<file path="src/rtl/stepper_pkg.sv">
// Shared types and constants for the stepper sequencer.
// Phase table, state encoding and index step sizes.
package stepper_pkg;

  typedef enum logic [1:0] {
    IDLE,
    RUN,
    DONE
  } state_t;

  localparam logic [3:0] PHASE_TAB [8] = '{
    4'b1000, 4'b1100, 4'b0100, 4'b0110,
    4'b0010, 4'b0011, 4'b0001, 4'b1001
  };

  localparam logic [2:0] STEP_HALF = 3'd1;
  localparam logic [2:0] STEP_FULL = 3'd2;

  function automatic logic [3:0] phase(
    input logic [2:0] i
  );
    return PHASE_TAB[i];
  endfunction

endpackage

</file>
<file path="src/rtl/edge_sync.sv">
// Synchronizer plus registered rising-edge detector
// for slow asynchronous inputs sampled as data.
module edge_sync #(
  parameter int SYNC_STAGES = 2
) (
  input  logic sysclk,
  input  logic reset,
  input  logic d_in,
  output logic rise_pulse
);

  logic [SYNC_STAGES-1:0] sync_q;
  logic                   hist_q;

  always_ff @(posedge sysclk) begin
    if (!reset) begin
      sync_q     <= '0;
      hist_q     <= 1'b0;
      rise_pulse <= 1'b0;
    end else begin
      sync_q     <= {sync_q[SYNC_STAGES-2:0], d_in};
      hist_q     <= sync_q[SYNC_STAGES-1];
      rise_pulse <= sync_q[SYNC_STAGES-1] & ~hist_q;
    end
  end

endmodule

</file>
<file path="src/rtl/stepper_seq.sv">
// 4-phase unipolar stepper sequencer driven by clk_div ticks.
// Runs nsteps moves, tracks position, reports busy/done.
module stepper_seq
  import stepper_pkg::*;
#(
  parameter int STEPS_W     = 16,
  parameter int POS_W       = 16,
  parameter int SYNC_STAGES = 2
) (
  input  logic                    sysclk,
  input  logic                    reset,
  input  logic                    clk_div,
  input  logic                    start,
  input  logic                    dir,
  input  logic                    half_step,
  input  logic [STEPS_W-1:0]      nsteps,
  input  logic                    abort,
  input  logic                    hold,
  output logic [3:0]              coil,
  output logic                    busy,
  output logic                    done,
  output logic signed [POS_W-1:0] pos
);

  state_t                    state_q, state_d;
  logic [2:0]                idx_q, idx_d;
  logic [STEPS_W-1:0]        rem_q, rem_d;
  logic                      dir_q, dir_d;
  logic                      half_q, half_d;
  logic signed [POS_W-1:0]   pos_d;
  logic [3:0]                coil_d;
  logic [2:0]                stp;
  logic                      tick;

  edge_sync #(
    .SYNC_STAGES(SYNC_STAGES)
  ) u_sync (
    .sysclk    (sysclk),
    .reset     (reset),
    .d_in      (clk_div),
    .rise_pulse(tick)
  );

  always_comb begin
    state_d = state_q;
    idx_d   = idx_q;
    rem_d   = rem_q;
    dir_d   = dir_q;
    half_d  = half_q;
    pos_d   = pos;
    stp     = half_q ? STEP_HALF : STEP_FULL;
    unique case (state_q)
      IDLE: begin
        if (start) begin
          if (nsteps != '0) begin
            dir_d   = dir;
            half_d  = half_step;
            rem_d   = nsteps;
            state_d = RUN;
          end else begin
            state_d = DONE;
          end
        end
      end
      RUN: begin
        // abort wins over a coincident tick
        if (abort) begin
          state_d = DONE;
        end else if (tick) begin
          idx_d = dir_q ? idx_q + stp : idx_q - stp;
          pos_d = dir_q ? pos + POS_W'(1) : pos - POS_W'(1);
          rem_d = rem_q - STEPS_W'(1);
          if (rem_q == STEPS_W'(1)) state_d = DONE;
        end
      end
      default: state_d = IDLE;
    endcase
    unique case (1'b1)
      (state_d == IDLE) && !hold: coil_d = 4'b0000;
      default:                    coil_d = phase(idx_d);
    endcase
  end

  always_ff @(posedge sysclk) begin
    if (!reset) begin
      state_q <= IDLE;
      idx_q   <= '0;
      rem_q   <= '0;
      dir_q   <= 1'b0;
      half_q  <= 1'b0;
      pos     <= '0;
      coil    <= 4'b0000;
      busy    <= 1'b0;
      done    <= 1'b0;
    end else begin
      state_q <= state_d;
      idx_q   <= idx_d;
      rem_q   <= rem_d;
      dir_q   <= dir_d;
      half_q  <= half_d;
      pos     <= pos_d;
      coil    <= coil_d;
      busy    <= (state_d == RUN);
      done    <= (state_d == DONE);
    end
  end

endmodule

</file>
<file path="config.mk">
export PLATFORM = sky130hd
export DESIGN_NAME = stepper_seq
export DESIGN_NICKNAME = d
export VERILOG_FILES = /design/src/rtl/stepper_pkg.sv /design/src/rtl/edge_sync.sv /design/src/rtl/stepper_seq.sv
export SDC_FILE = /design/constraint.sdc
export NUM_CORES = 1
export LEC_CHECK = 0
export BUFFER_PORTS_ARGS = -buffer_cell sky130_fd_sc_hd__buf_2
export CORE_MARGIN = 4
export CORE_UTILIZATION = 35
export DETAILED_ROUTE_END_ITERATION = 12
export PLACE_DENSITY = 0.51
export SETUP_SLACK_MARGIN = 0.15
export SLEW_MARGIN = 15
export SYNTH_ARGS = -nofsm -noshare
export SYNTH_HDL_FRONTEND = slang
export SYNTH_SLANG_ARGS = --single-unit
export TNS_END_PERCENT = 20
</file>
<file path="constraint.sdc">
create_clock -name sysclk -period 2.57 [get_ports sysclk]
set_clock_uncertainty 0.15 [all_clocks]
set_input_delay 0 -clock sysclk [delete_from_list [all_inputs] [get_ports sysclk]]
set_output_delay 0 -clock sysclk [all_outputs]
set_load 0.005 [all_outputs]
</file>
==> results.py, run 1 <==
metrics = {
    "timing": {
        "rsz0062_at_grt": "yes",
        "maxSlewViolCount": 0,
        "fin_setup_tns_ns": 0,
        "period_share": 0.903,
        "relSlewSlack": 0.663,
        "fmax_ghz": 0.431,
        "finalHoldViolCount": 0,
        "setup_slack_ns": 0.248,
        "finalSetupViolations": 0,
        "period_minus_slack_ns": 2.32,
        "tightest_slew_ns": 0.503,
        "whs_ns": 0.0392,
    },
    "drt": {
        "remaining_drc_errors": 0,
        "ant_nets": 0,
        "drt-total-wl_mm": 7.96,
        "first_pass_iters": 4,
        "vias": 2972,
        "drt_iter0_drc": 65,
        "wire_per_inst_microns": 14.2,
        "vias_per_cell": 5.31,
    },
    "power": {
        "ir_drop_mv": 0.194,
        "p_leak_nw": 1.56,
        "p_total_mw": 1.76,
        "powerDensity_nw_per_um2": 473,
    },
    "yosys": {
        "yosys.area.top_type": "dfxtp_1",
        "netlist_top_cells_area": "dfxtp_1 (32%), ha_1 (7.0%), nand2_1 (6.2%)",
        "yosys.area.top_type_share": 0.324,
        "post-synth-top-count-cell": "nand2_1",
        "synth_warnings": 0,
        "synth_edf_count": 0,
        "ys_seq_elements": 49,
        "synth.avg_cell_area_sq_um": 7.80,
        "synthFlopType": "dfxtp_1",
        "seq_area_frac_synth": 0.324,
        "synthDistinctLibCells": 57,
        "synth_fp_nets": 431,
        "synthCells": 388,
        "synthTopCellsByCount": "nand2_1 (50), dfxtp_1 (49), nor2_1 (43)",
        "async_flop_share": 0,
        "synth_area_sq_um": 3030,
    },
    "placement": {
        "pre_cts_slack_ns": 0.275,
        "gp_congestion": 0.832,
        "hpwl_mm": 5.58,
        "io_buffers": 45,
        "placedCellCount": 529,
        "placed_cell_area_sq_um": 3380,
    },
    "critical_path": {
        "cp-start-kind": "flop",
        "rr_worst_depth": 8,
        "cp_data_arrival_time_ns": 2.41,
        "path_cells": "inv_1, ha_1, a211oi_2, o21ai_1, nand3_1, a311oi_2, nand4b_1, o211ai_1",
        "path_class": "reg -> reg",
        "r2r_end": "pos[10]",
        "critPathRequiredTime_ns": 2.66,
        "cpPeakStageDelay_ns": 0.44,
        "cp_max_fo": 9,
        "r2r_slack_ns": 0.25,
        "cp-end-kind": "flop",
        "timing.rr.start": "dir_q",
        "path_buf_inv": 1,
        "path_depth": 8,
        "cp_top_family": "compound AO/OA/AOI/OAI gates",
        "slowest_stage": "ha_1",
        "crit_path_start": "dir_q",
    },
    "clock_tree": {
        "root_buffer": "clkbuf_8",
        "numCtsBuffers": 5,
        "clock_sinks": 49,
        "clock_path_buffers": 2,
        "post_cts_buffers": 0,
        "clk_latency_ns": 0.31,
        "cts_tree": "built",
        "path_clk_slew_ns": 0.10,
        "htree_levels": 2,
    },
    "finish": {
        "fin_util": 0.448,
        "final_cells": 560,
        "diodes": 0,
        "drive_gt1_frac": 0.167,
        "finish.net_count": 497,
        "syn_to_final_growth_pct": 23.0,
        "finalInstanceArea_sq_um": 3720,
    },
    "grt": {
        "grt_pass1_vias": 2717,
        "grt_overflow_total": 0,
        "grt_antenna_before_repair": 0,
        "grt_max_degree": 41,
        "grt.total_usage": 0.156,
        "grt_pass1_wl_mm": 12.8,
    },
    "floorplanning": {
        "coreArea_sq_um": 8300,
        "dieArea_sq_um": 10200,
        "ios": 46,
        "fp.dieH_microns": 101,
        "start_util": 0.365,
        "rows": 33,
        "die_w_microns": 101,
    },
    "worst_hold_path": {
        "worstHoldPathType": "in -> reg",
        "min_to": "pos[3]",
        "hold_depth": 3,
        "worstHoldStart": "reset",
    },
    "outcome": {
        "status": "completed",
    },
    "run": {
        "cap_violations": 0,
    },
}
## cell type report
cell class | count | area, sq um
Fill cell | 848 | 4580
Multi-Input combinational cell | 309 | 1940
Sequential cell | 49 | 981
Timing Repair Buffer | 78 | 531
Tap cell | 105 | 131
Clock buffer | 5 | 68.8
Inverter | 11 | 41.3
Clock inverter | 3 | 25.0
## cell usage in the layout (no fill, tap or decap), types with 5 or more instances in the layout
cell type	n
clkbuf_8	5
nor4_1	11
o31ai_1	8
dlygate4sd3_1	23
xnor2_1	6
nand2_1	50
a21oi_1	32
nor2_1	42
o21ai_1	17
nor3_1	7
ha_1	17
o21ai_0	5
nand2b_1	7
buf_4	10
o211ai_1	10
o22ai_1	6
dfxtp_1	49
inv_1	9
buf_2	45
nand4b_1	5
nand3_1	14
a21o_1	7
## power by group
group | leakage [nW] | switching, mW | internal [mW]
logic | 1.12 | 0.250 | 0.190
registers | 0.399 | 0.0330 | 0.795
clock network | 0.0452 | 0.292 | 0.199
## worst min-delay path, cell delays in order
cell and delay [ns]:
buf_2 0.10, clkinv_1 0.28, a21oi_1 0.07
## registers in the layout, summed over array words and instances, names as in the netlist, 2 cells and up
register and count:
state_q 2, u_sync.sync_q 2, coil 4, pos 16, rem_q 16, idx_q 3
## worst max path at each step
stage,end,slack [ns]
finish,pos[10],0.25
global route,pos[10],0.06
CTS,pos[15],0.24
detailed placement,pos[10],0.28
global placement,pos[15],0.27
floorplan,pos[14],0.27
## per-layer routing
layer | share of wire | routed length, microns | global-route usage
met5 | 0 | 0 | 0
met4 | 0.014 | 110 | 0.0450
met3 | 0.034 | 273 | 0.0291
met2 | 0.48 | 3810 | 0.267
met1 | 0.47 | 3760 | 0.199
## repair_timing
item / CTS / global route
hold endpoints to repair: 24 / 0
endpoints found under the setup margin: 0 / 5
gates resized for setup: 0 / 4
hold buffers: 23 / 0
## cells by family (layout without fill, tap and decap cells)
kind of cell | after synthesis | count (layout) | synth area share
multiplexers | 3 | 3 | 0.00993
AND/OR/NAND/NOR | 167 | 167 | 0.278
adder cells (fa/ha/maj) | 19 | 19 | 0.0835
flip-flops | 49 | 49 | 0.324
XOR/XNOR | 9 | 9 | 0.0261
AO/OA/AOI/OAI | 111 | 111 | 0.239
buffers and inverters | 30 | 97 | 0.0397
(Power assumes the default switching activity.)
==> inputs of run 2 (changes only) <==
SYNTH_HIERARCHICAL = 1   (was unset)
==> run 2 against run 1 <==
  * Sequential power is 1% lower
  * Critical path depth stayed put
  * Worst hold slack better by 0.26 ns
  * Sequential cell count stayed put
  * Non-clock buffer count is 1 higher
  * First-iteration DRC count is 22% higher
  * Critical path type unchanged
  * Largest cell class unchanged
  * Highest routed layer unchanged
==> results.py, run 2 <==
metrics = {
    "power": {
        "swShare": 0.289,
        "clkPwrFrac": 0.354,
        "p_leak_nw": 1.66,
        "internal_power_mw": 1.37,
        "sequentialPowerShare": 0.427,
        "ir_drop_mv": 0.198,
        "combPwrFrac": 0.219,
        "powerDensity_nw_per_um2": 505,
        "power_switching_uw": 555,
    },
    "yosys": {
        "async_flop_share": 0,
        "synthCells": 366,
        "synth.avg_cell_area_sq_um": 8.23,
        "synth_edf_count": 0,
        "seq_area_frac_synth": 0.326,
        "synthFlopType": "dfxtp_1",
        "yosys.area.top_type": "dfxtp_1",
        "synthDistinctLibCells": 58,
        "synth_fp_nets": 409,
        "post-synth-top-count-cell": "dfxtp_1",
        "ys_seq_elements": 49,
        "synthTopCellsByCount": "dfxtp_1 (49), nand2_1 (31), a21oi_1 (28), o21ai_0 (28), nor2_1 (21)",
        "synth_warnings": 6,
        "synth_area_sq_um": 3010,
        "yosys.area.top_type_share": 0.326,
        "netlist_top_cells_area": "dfxtp_1 (33%), ha_1 (7.1%), a21oi_1 (4.7%)",
    },
    "placement": {
        "hpwl_mm": 5.36,
        "gp_congestion": 0.788,
        "placed_cell_area_sq_um": 3380,
        "placedCellCount": 505,
        "pre_cts_slack_ns": 0.117,
        "io_buffers": 45,
    },
    "worst_hold_path": {
        "worstHoldPathType": "in -> reg",
    },
    "drt": {
        "vias": 2809,
        "vias_per_cell": 5.23,
        "drt-total-wl_mm": 7.83,
        "first_pass_iters": 4,
        "ant_nets": 0,
        "wire_per_inst_microns": 14.6,
        "drt_iter0_drc": 79,
        "remaining_drc_errors": 0,
    },
    "timing": {
        "maxSlewViolCount": 0,
        "fin_setup_tns_ns": 0,
        "fmax_ghz": 0.414,
        "finalSetupViolations": 0,
        "relSlewSlack": 0.569,
        "rsz0062_at_grt": "yes",
        "tightest_slew_ns": 0.644,
        "finalHoldViolCount": 0,
        "period_minus_slack_ns": 2.41,
        "setup_slack_ns": 0.156,
        "period_share": 0.939,
    },
    "clock_tree": {
        "clock_path_buffers": 2,
        "clk_latency_ns": 0.31,
        "cts_tree": "built",
        "numCtsBuffers": 5,
        "clock_sinks": 49,
        "path_clk_slew_ns": 0.10,
        "htree_levels": 2,
        "root_buffer": "clkbuf_8",
    },
    "critical_path": {
        "cp-start-kind": "flop",
        "slowest_stage": "a2111oi_4",
        "rr_worst_depth": 8,
        "critPathRequiredTime_ns": 2.66,
        "cp_top_family": "compound AO/OA/AOI/OAI gates",
        "crit_path_start": "dir_q",
        "cp_max_fo": 16,
        "path_class": "reg -> reg",
        "timing.rr.start": "dir_q",
        "cp-end-kind": "flop",
        "cp_data_arrival_time_ns": 2.50,
        "path_depth": 8,
        "r2r_end": "pos[15]",
        "r2r_slack_ns": 0.16,
        "cpPeakStageDelay_ns": 0.44,
        "crit_path_end": "pos[15]",
        "path_buf_inv": 1,
        "path_cells": "inv_8, ha_1, a211o_1, a2111oi_4, o31ai_4, a311o_1, o211ai_1, mux2i_1",
    },
    "grt": {
        "grt_overflow_total": 0,
        "grt_antenna_before_repair": 0,
        "grt.total_usage": 0.154,
        "grt_max_degree": 40,
        "grt_pass1_wl_mm": 12.8,
        "grt_pass1_vias": 2694,
    },
    "outcome": {
        "status": "completed",
    },
    "finish": {
        "syn_to_final_growth_pct": 26.2,
        "reg_top3": "pos: 16 flops, rem_q: 16 flops, coil: 4 flops",
        "finalInstanceArea_sq_um": 3800,
        "finish.net_count": 474,
        "layout_common_cells": "dfxtp_1 (48), buf_2 (45), nand2_1 (31)",
        "diodes": 0,
        "final_cells": 537,
        "drive_gt1_frac": 0.194,
        "final_common_cell": "dfxtp_1",
        "fin_util": 0.458,
    },
    "run": {
        "cap_violations": 0,
    },
    "floorplanning": {
        "rows": 33,
        "start_util": 0.363,
        "dieArea_sq_um": 10200,
        "coreArea_sq_um": 8300,
        "fp.dieH_microns": 101,
        "ios": 46,
        "die_w_microns": 101,
    },
}
## run 2: cell count changes after synthesis, sizes merged, moves of 5 or more
cell	before	now
o31ai	9	4
o21ai	22	31
xor2	3	9
a21boi	0	6
nand2	50	31
o211ai	10	5
nand2b	8	2
nor2b	3	13
nor2	43	22
and2	4	16
a21oi	33	28
## run 2: area by class of cell
type	instances	area [sq um]
fill	830	4500
multi-input combinational	286	1970
sequential	49	985
timing repair buffer	79	538
tap	105	131
clock buffer	5	68.8
clock inverter	3	65.1
inverter	10	45.0
## run 2: what timing repair did
action                                  in CTS  in global routing
endpoints found under the setup margin       2                  7
setup buffers                                0                  1
pin swaps                                    0                  2
endpoints found under the hold margin       27                  0
hold buffers                                23                  0
resized for setup                            0                 10
## run 2: stage by stage
stage	hold slack (ns)	power (mW)
after floorplan	-0.0138	1.12
after global placement	0.0752	1.22
after detailed placement	0.0771	1.22
after CTS	0.295	1.93
after global routing	0.313	2.01
final	0.300	1.92
## run 2: per-layer routing
metal  GRT usage  routed length [microns]  vias to the layer above
met3      0.0284                      286                       10
met1       0.209                     3910                     1289
met4      0.0425                       99                        0
met2       0.252                     3530                       48
met5           0                        0                        -
li1            -                        -                     1462
## run 2: how the worst min path moves through the flow
stage / from / endpoint / slack (ns) / cells past startpoint
6_report: clk_div / u_sync/sync_q[0] / 0.30 / 3
5_1_grt: u_sync/sync_q[0] / u_sync/sync_q[1] / 0.31 / 1
4_1_cts: clk_div / u_sync/sync_q[0] / 0.30 / 3
3_5_place_dp: clk_div / u_sync/sync_q[0] / 0.08 / 2
3_3_place_gp: clk_div / u_sync/sync_q[0] / 0.08 / 2
2_1_floorplan: reset / u_sync/sync_q[0] / -0.01 / 1
## run 2: cells by family after synthesis
group,synth area share
AO/OA/AOI/OAI,0.250
multiplexers,0.0199
XOR/XNOR,0.0349
AND/OR/NAND/NOR,0.240
buffers and inverters,0.0453
adder cells (fa/ha/maj),0.0839
flip-flops,0.326
## run 2: worst register-to-register path: cells and delay by family, from the launching register on
family | cells | cell delay (ns)
AO/OA/AOI/OAI | 5 | 1.27
adder cells (fa/ha/maj) | 1 | 0.29
buffers and inverters | 1 | 0.06
flip-flops | 1 | 0.39
multiplexers | 1 | 0.19
## run 2: power groups by stage
stage                     registers (mW)  logic [mW]  clock network, mW
final                              0.820       0.421              0.680
after global routing               0.823       0.472              0.711
after CTS                          0.819       0.411              0.695
after detailed placement           0.836       0.383                  0
after global placement             0.836       0.382                  0
after floorplan                    0.829       0.289                  0
==> inputs of run 3 (changes only) <==
CORE_MARGIN = 8   (was 4)
GPL_TIMING_DRIVEN = 0   (was unset)
==> run 3 against run 2 <==
  * Sequential share of layout area is 0.67 points lower
  * Non-clock buffer count increased by 18
  * Register-to-register slack got worse by 0.02 ns
  * Highest routed layer unchanged
  * Final cell count up 4.1%
  * Clock power fell by 27%
  * Power shrank 8.4%
  * Combinational power is 6.2% higher
  * Wire length up 12%
  * Die area increased by 17%
  * First-iteration DRC count increased by 23%
  * Critical path type unchanged
  * Sequential cell count did not move
  * Largest cell class unchanged
==> results.py, run 3 (same netlist as run 2, synthesis figures left out) <==
metrics = {
    "critical_path": {
        "cpPeakStageDelay_ns": 0.44,
        "cp-end-kind": "flop",
        "cp_data_arrival_time_ns": 2.54,
        "cp_max_fo": 5,
        "cp-start-kind": "flop",
        "path_class": "reg -> reg",
        "path_cells": "buf_8, inv_12, ha_4, a211o_1, a2111oi_4, o31ai_4, a311o_1, o211ai_1, mux2i_1",
        "cp_top_family": "compound AO/OA/AOI/OAI gates",
        "path_buf_inv": 2,
        "critPathRequiredTime_ns": 2.67,
        "slowest_stage": "a2111oi_4",
    },
    "timing": {
        "setup_slack_ns": 0.131,
        "period_share": 0.949,
        "finalHoldViolCount": 0,
        "fmax_ghz": 0.410,
        "rsz0062_at_grt": "yes",
        "tightest_slew_ns": 0.616,
        "finalSetupViolations": 0,
        "relSlewSlack": 0.586,
        "fin_setup_tns_ns": 0,
        "period_minus_slack_ns": 2.44,
        "maxSlewViolCount": 0,
    },
    "clock_tree": {
        "root_buffer": "clkbuf_8",
        "clock_path_buffers": 2,
        "htree_levels": 2,
        "clk_latency_ns": 0.31,
        "numCtsBuffers": 5,
        "cts_tree": "built",
        "path_clk_slew_ns": 0.10,
        "clock_sinks": 49,
    },
    "finish": {
        "diodes": 0,
        "syn_to_final_growth_pct": 29.3,
        "finish.net_count": 493,
        "seqCellArea_sq_um": 982,
        "layout_common_cells": "dfxtp_1 (48), buf_2 (46), nand2_1 (31)",
        "nFillCells": 879,
        "drive_gt1_frac": 0.204,
        "multiInputGateArea_sq_um": 1990,
        "reg_top3": "pos: 16 flops, rem_q: 16 flops, coil: 4 flops",
        "final_common_cell": "dfxtp_1",
    },
    "power": {
        "powerDensity_nw_per_um2": 452,
        "p_leak_nw": 1.68,
        "ir_drop_mv": 0.228,
    },
    "grt": {
        "grt_overflow_total": 0,
        "grt.total_usage": 0.146,
        "grt_pass1_vias": 2839,
        "grt_antenna_before_repair": 0,
        "grt_pass1_wl_mm": 13.9,
        "grt_max_degree": 18,
    },
    "floorplanning": {
        "ios": 46,
        "dieArea_sq_um": 11800,
        "rows": 34,
        "coreArea_sq_um": 8550,
        "die_w_microns": 109,
        "fp.dieH_microns": 109,
        "start_util": 0.352,
    },
    "outcome": {
        "status": "completed",
    },
    "placement": {
        "hpwl_mm": 6.18,
        "io_buffers": 45,
        "pre_cts_slack_ns": -0.0206,
        "gp_congestion": 0.839,
    },
    "drt": {
        "vias_per_cell": 5.22,
        "dr_wl_met3_microns": 377,
        "vias": 2920,
        "remaining_drc_errors": 0,
        "ant_nets": 0,
        "drt-total-wl_mm": 8.75,
        "route.met2.wl_mm": 4.05,
        "first_pass_iters": 4,
        "drt_iter0_drc": 97,
        "top_layer": "met4",
        "wire_per_inst_microns": 15.7,
        "wl_met1_mm": 4.24,
    },
    "worst_hold_path": {
        "worstHoldPathType": "in -> reg",
    },
    "run": {
        "cap_violations": 0,
    },
}
-- run 3: changes by cell type in the layout (fill, tap and decap cells not counted), moves of 2 or more --
cell | previous run | this run
bufinv_16 | 2 | 0
clkinvlp_4 | 0 | 2
buf_4 | 11 | 9
buf_6 | 0 | 2
clkbuf_1 | 0 | 11
clkbuf_2 | 0 | 3
-- run 3: stage by stage --
| step | utilization | power (mW) | hold slack (ns) | std cells | cell area (sq um) |
|---|---|---|---|---|---|
| finish | 0.456 | 1.76 | 0.164 | 559 | 3890 |
| global route | 0.456 | 1.85 | 0.206 | 559 | 3890 |
| floorplan | - | 1.12 | -0.0138 | 366 | 3050 |
| CTS | 0.446 | 1.77 | 0.154 | 557 | 3810 |
| detailed placement | 0.398 | 1.23 | 0.0817 | 519 | 3410 |
| global placement | 0.398 | 1.22 | 0.0775 | 519 | 3410 |
-- run 3: final timing paths --
path                                       start          endpoint  slack (ns)  cells past startpoint
worst min register to register  u_sync/sync_q[0]  u_sync/sync_q[1]        0.31                      1
worst max register to register             dir_q           pos[15]        0.13                      9
worst max-delay path                       dir_q           pos[15]        0.13                      9
worst min-delay path                  nsteps[11]        state_q[1]        0.16                      5
-- run 3: worst register-to-register path, delay by kind of cell, from the launching register on --
family / cells / cell delay (ns)
compound gates: 5 / 1.28
mux: 1 / 0.20
fa+ha+maj: 1 / 0.21
flops: 1 / 0.34
buf+inv: 2 / 0.19
-- run 3: power breakdown --
part           internal [mW]  switching [mW]
sequential             0.791          0.0269
combinational          0.196           0.251
clock                  0.199           0.296
total                   1.19           0.574
-- run 3: layout make-up --
cell class | count | area share
Sequential cell | 49 | 0.252
Clock buffer | 5 | 0.0177
Clock inverter | 3 | 0.00675
Inverter | 10 | 0.0128
Tap cell | 108 | 0.0347
Buffer | 21 | 0.0302
Timing Repair inverter | 1 | 0.00225
Timing Repair Buffer | 76 | 0.133
Multi-Input combinational cell | 286 | 0.510
-- run 3: what timing repair did --
action,CTS,global route
hold buffers,24,0
gates cloned,0,1
pin swaps,5,8
setup endpoints to repair,8,21
endpoints found under the hold margin,28,0
resized for setup,5,20
setup buffers,6,1
-- run 3: layer usage --
layer,vias to the layer above,GRT usage
li1,1500,-
met1,1357,0.184
met2,57,0.248
met3,6,0.0278
met4,0,0.0411
met5,-,0
